`config.mk`:
```
export PLATFORM = sky130hd
export DESIGN_NAME = debounce_edge_det
export DESIGN_NICKNAME = d
export VERILOG_FILES = /design/src/rtl/db_pkg.sv /design/src/rtl/sync_2ff.sv /design/src/rtl/debounce_edge_det.sv
export SDC_FILE = /design/constraint.sdc
export NUM_CORES = 1
export LEC_CHECK = 0
export ABC_AREA = 1
export CORE_AREA = 5 5 42 44
export CTS_CLUSTER_DIAMETER = 60
export DETAILED_ROUTE_END_ITERATION = 8
export DIE_AREA = 0 0 47 49
export PLACE_DENSITY_LB_ADDON = 0.1
export SKIP_LAST_GASP = 1
export SYNTH_ARGS = -nofsm -noshare
export SYNTH_HDL_FRONTEND = slang
export SYNTH_SLANG_ARGS = --single-unit
export TNS_END_PERCENT = 30
```
`constraint.sdc`:
```
create_clock -name clk -period 2.5 [get_ports clk]
set_clock_uncertainty 0.05 [all_clocks]
set_input_delay 0.625 -clock clk [delete_from_list [all_inputs] [get_ports clk]]
set_output_delay 0.625 -clock clk [all_outputs]
set_load 0.1 [all_outputs]
```
`src/rtl/db_pkg.sv`:
```
// Shared constants and helpers for the debounce/edge-detect input stage.
package db_pkg;

  localparam int DB_CYCLES_DEF = 4;
  localparam int DB_CNT_MAX    = 255;

  // Counter width able to hold 0..n
  function automatic int db_cnt_w(input int n);
    return $clog2(n + 1);
  endfunction

endpackage

```
`src/rtl/sync_2ff.sv`:
```
// Two-flop level synchroniser with synchronous active-low reset.
// Reusable by any single-bit input stage.
module sync_2ff #(
  parameter logic RST_VAL = 1'b0
) (
  input  logic clk,
  input  logic sync_rst_n,
  input  logic d,
  output logic q
);

  logic s1_q, s1_d;
  logic s2_q, s2_d;

  always_comb begin
    s1_d = d;
    s2_d = s1_q;
  end

  always_ff @(posedge clk) begin
    if (!sync_rst_n) begin
      s1_q <= RST_VAL;
      s2_q <= RST_VAL;
    end else begin
      s1_q <= s1_d;
      s2_q <= s2_d;
    end
  end

  assign q = s2_q;

endmodule

```
`src/rtl/debounce_edge_det.sv`:
```
// Synchronise, debounce and edge-detect a single-bit level.
// Optional saturating rise counter enabled by defining DB_RISE_CNT_EN.
module debounce_edge_det
  import db_pkg::*;
#(
  parameter int   DB_CYCLES = DB_CYCLES_DEF,
  parameter logic RST_VAL   = 1'b0
) (
  input  logic       clk,
  input  logic       sync_rst_n,
  input  logic       din,
  output logic       dout,
  output logic       rise,
  output logic       fall,
  output logic       busy
`ifdef DB_RISE_CNT_EN
  ,
  output logic [7:0] rise_cnt
`endif
);

  localparam int                CNT_W    = db_cnt_w(DB_CYCLES);
  localparam logic [CNT_W-1:0]  CNT_LAST = CNT_W'(DB_CYCLES - 1);

  logic             s2;
  logic             dout_q, dout_d;
  logic             rise_q, rise_d;
  logic             fall_q, fall_d;
  logic [CNT_W-1:0] cnt_q, cnt_d;

  sync_2ff #(
    .RST_VAL (RST_VAL)
  ) u_sync (
    .clk        (clk),
    .sync_rst_n (sync_rst_n),
    .d          (din),
    .q          (s2)
  );

  // A mismatch must persist for DB_CYCLES consecutive samples before dout follows
  always_comb begin
    dout_d = dout_q;
    cnt_d  = '0;
    rise_d = 1'b0;
    fall_d = 1'b0;
    if (s2 != dout_q) begin
      if (cnt_q == CNT_LAST) begin
        dout_d = s2;
        rise_d = s2;
        fall_d = ~s2;
      end else begin
        cnt_d = cnt_q + CNT_W'(1);
      end
    end
  end

  always_ff @(posedge clk) begin
    if (!sync_rst_n) begin
      dout_q <= RST_VAL;
      cnt_q  <= '0;
      rise_q <= 1'b0;
      fall_q <= 1'b0;
    end else begin
      dout_q <= dout_d;
      cnt_q  <= cnt_d;
      rise_q <= rise_d;
      fall_q <= fall_d;
    end
  end

  assign dout = dout_q;
  assign rise = rise_q;
  assign fall = fall_q;
  assign busy = (s2 != dout_q);

`ifdef DB_RISE_CNT_EN
  logic [7:0] rise_cnt_q, rise_cnt_d;

  // Keyed off rise_d so the count lands on the same edge as the pulse
  always_comb begin
    rise_cnt_d = rise_cnt_q;
    if (rise_d && (rise_cnt_q != 8'(DB_CNT_MAX)))
      rise_cnt_d = rise_cnt_q + 8'd1;
  end

  always_ff @(posedge clk) begin
    if (!sync_rst_n) rise_cnt_q <= 8'd0;
    else             rise_cnt_q <= rise_cnt_d;
  end

  assign rise_cnt = rise_cnt_q;
`endif

endmodule

```
Yosys cells after proc, flatten, opt, wreduce, memory -nomap -nowiden
Index checks and enable logic that the tools add are counted.
{"block": "totals", "inputBits": 3, "reg_bits": 8}
{"block": "op_classes", "n_bitwise": 3, "addsub": 1, "n_eq_ne": 2, "n_reduce_logical": 3}
{"operator": "$add A3 B1 Y3 const B", "count": 1}
{"operator": "$eq A3 B2 Y1 const B", "count": 1}
{"operator": "$not A1 Y1", "count": 3}
{"operator": "$reduce_and A3 Y1", "count": 1}
{"operator": "$reduce_or A3 Y1", "count": 1}
{"operator": "$reduce_and A2 Y1", "count": 1}
{"operator": "$ne A1 B1 Y1", "count": 1}

Depth between registers and ports, before layout
{"block": "logic_depth", "word_depth": 3, "depth_mapped": 5, "ltp_nobuf": 5}

Modules after synthesis
A second synthesis with hierarchy kept.
{"block": "hier_totals", "hier_cells": 33, "area_unflattened_um2": 287.8}
{"module": "debounce_edge_det", "seq_area_each_um2": 120.1, "area_each_um2": 232.7, "cells_per_inst": 27, "instances": 1}
{"module": "sync_2ff", "seq_area_each_um2": 40.0, "area_each_um2": 55.1, "cells_per_inst": 6, "instances": 1}

Worst setup path before layout
No wires, ideal clock.
{"block": "synth_path", "path_type": "register to output", "startpoint": "reg dout_q, in the netlist dout", "endpoint": "out busy", "path_buffers": 0, "slack_ns": 0.213, "arrival_time_ns": 1.612, "required_ns": 1.825, "stages_incl_launch_ff": 3, "path_cell_list": "dfxtp_1 nand2_1 nand2_2"}
{"block": "synth_between", "elab_chain_len": 1}
{"element": "from (decl)", "line_no": "debounce_edge_det.sv:26", "text": "logic dout_q, dout_d;"}
{"element": "from (signal assigned)", "line_no": "debounce_edge_det.sv:64", "text": "dout_q <= dout_d;"}
{"element": "$ne A1 B1 Y1", "line_no": "debounce_edge_det.sv:74", "text": "assign busy = (s2 != dout_q);"}
{"element": "to (decl)", "line_no": "debounce_edge_det.sv:15", "text": "output logic busy"}
No other way between the ends.

Worst setup path in the final report
Ends and elaborated chain as after synthesis.

==> flow_metrics.tcl <==
set metrics [dict create \
    viasPerCell 3.71 \
    die_w_um 47 \
    relSlewSlack 0.816 \
    core_area_um2 1400 \
    start_kind "flop" \
    die_area_um2 2300 \
    seqPwrFrac 0.545 \
    drtIter0Drc 2 \
    yosys_warnings 0 \
    multi_input_area_um2 98.8 \
    power.static_leakage_nw 0.184 \
    synth.yosys.seq_area_share 0.561 \
    yosys.area_share.simple 0.259 \
    drt_wl_total_um 429 \
    synth-xor-area-share 0 \
    synth_adder_area_share 0.0877 \
    cts_buffer_depth 2 \
    tightestPinTransition_ns 0.278 \
    ctsResizeCount 0 \
    syn_avg_cell_area_um2 8.64 \
    synth_area_leaders "dfxtp_1, nand2_1, ha_1" \
    cts_setup_buffers 0 \
    seqCellArea_um2 160 \
    crit_chain "nand2_1 > nand2_2 > buf_4" \
    ir_drop_uv 215 \
    ys_ff_latch 8 \
    place_congestion 0.685 \
    htreeDepth 1 \
    wl_per_cell_um 7.40 \
    crit_type "reg2out" \
    syn_area_um2 285 \
    antenna_found_initial 0 \
    ff2ff_path_depth 5 \
    hold_path_end "u_sync.q" \
    max_freq_ghz 0.562 \
    final.setup.tns_ns 0 \
    cp-end-kind "output port" \
    maxCapViolCount 0 \
    r2r_end "cnt_q[1]" \
    antenna_left 0 \
    overflow 0 \
    num_antenna_cells 0 \
    power_switching_mw 0.0499 \
    initial_utilization 0.204 \
    syn_inst 33 \
    path_clk_slew_ns 0.05 \
    p_clk_frac 0.392 \
    grt_pass1_wl_um 696 \
    dp_hpwl_um 360 \
    swShare 0.208 \
    synth_top_family_by_area "simple AND/OR/NAND/NOR gates" \
    cts_buffers 3 \
    finalSetupViolCount 0 \
    clk_latency_ns 0.24 \
    hp-class "reg2reg" \
    powerDensity_nw_per_um2 634 \
    min_period_ns 1.78 \
    slew_violations 0 \
    crit_fanout 5 \
    synth_top_area_frac 0.561 \
    port_buffers 6 \
    slowest_delay_ns 0.38 \
    chipHeight_um 49 \
    syn-num-nets 38 \
    fin_crit_sh 0.711 \
    num-nets-final 49 \
    cp.required_ns 1.82 \
    intPower_mw 0.190 \
    hold_violations 0 \
    holdBufCountCts 0 \
    grt_max_degree 6 \
    clockRootBuffer "clkbuf_4" \
    areaGrowthSynthToFinish_pct 32.5 \
    hold_path.startpoint "u_sync.s1_q" \
    worstReg2RegStart "cnt_q[0]" \
    combPwrFrac 0.063 \
    grtUsageTotal 0.0473 \
    yosysTopAreaCell "dfxtp_1" \
    grt_pass1_vias 158 \
    cts_tree "yes" \
    critPathSlowestCell "dfxtp_1" \
    route.detailed.drc 0 \
    dr.pass1.iters 2 \
    synthMuxAreaShare 0 \
    fillers 157 \
    arrival_ns 1.10 \
    min_path_cells 2 \
    drive_above_1_share 0.262 \
    dr_total_vias 215 \
    status "finished clean" \
    cts_sinks 8 \
    rsz0062_at_grt "no" \
    io_pins 7 \
    rows 14 \
    ff2ff_setup_slack_ns 1.35 \
    synth-compound-area-share 0 \
    ys_types 9 \
    holdWs_ns 0.362 \
]
==> synth_stat cells <==
cell	n
dfxtp_1	8
ha_1	2
inv_1	6
inv_2	1
nand2_1	7
nand2_2	2
nand3_1	1
nor2_1	5
nor2_4	1
==> logic make-up after synthesis <==
| kind of cell | count (synthesis) |
|---|---|
| buf+inv | 7 |
| flops | 8 |
| simple gates | 16 |
| fa+ha+maj | 2 |
==> sequential cells by signal, indices dropped and copies added, names as in the netlist <==
register,count
u_sync.q,1
cnt_q,3
dout,1
rise,1
u_sync.s1_q,1
fall,1
==> metal layers <==
layer	GRT usage	share of wire
met1	0.0599	0.47
met2	0.0430	0.42
met3	0.0554	0.10
met4	0.0276	0
met5	0	0
==> worst max-delay path by stage <==
stage	startpoint	to	slack, ns	cells past startpoint
2_1_floorplan	dout	busy	0.21	2
3_3_place_gp	sync_rst_n	cnt_q[1]	0.90	5
3_5_place_dp	sync_rst_n	cnt_q[1]	0.86	5
4_1_cts	dout	busy	0.70	3
5_1_grt	dout	busy	0.61	3
6_report	dout	busy	0.72	3
==> cell type report <==
class | instances | area share
sequential | 8 | 0.424
clock buffer | 3 | 0.0596
tap | 16 | 0.0530
timing repair buffer | 6 | 0.132
multi-input combinational | 18 | 0.262
inverter | 7 | 0.0695
==> placed cells by master (no fill, tap or decap) <==
cell type | netlist | final
nand2_2 | 2 | 2
buf_4 | 0 | 4
dfxtp_1 | 8 | 8
clkdlybuf4s50_1 | 0 | 2
ha_1 | 2 | 2
inv_2 | 1 | 1
clkbuf_4 | 0 | 3
nand3_1 | 1 | 1
nand2_1 | 7 | 7
inv_1 | 6 | 6
nor2_4 | 1 | 1
nor2_1 | 5 | 5
==> critical path: cells and delay by family, from the launching register on <==
| kind | cells | cell delay [ns] |
|---|---|---|
| flip-flops | 1 | 0.38 |
| buffers and inverters | 1 | 0.29 |
| AND/OR/NAND/NOR | 2 | 0.19 |
==> power groups by stage <==
stage	clock network (mW)	registers, mW	logic (mW)
6_report	0.0940	0.131	0.0151
5_1_grt	0.109	0.131	0.0163
4_1_cts	0.101	0.130	0.0154
3_5_place_dp	0	0.133	0.0153
3_3_place_gp	0	0.133	0.0149
2_1_floorplan	0	0.133	0.00953
==> metrics by stage <==
step                      worst slack, ns  std cells  total power, mW  utilization  instance area (um2)
after detailed placement            0.860         55            0.149        0.254                  355
final                               0.722         58            0.240        0.270                  378
after global routing                0.611         58            0.256        0.270                  378
after global placement              0.896         55            0.148        0.254                  355
after floorplan                     0.213         33            0.143            -                  285
after CTS                           0.698         58            0.247        0.270                  378
Power figures use the tool's default switching activity.
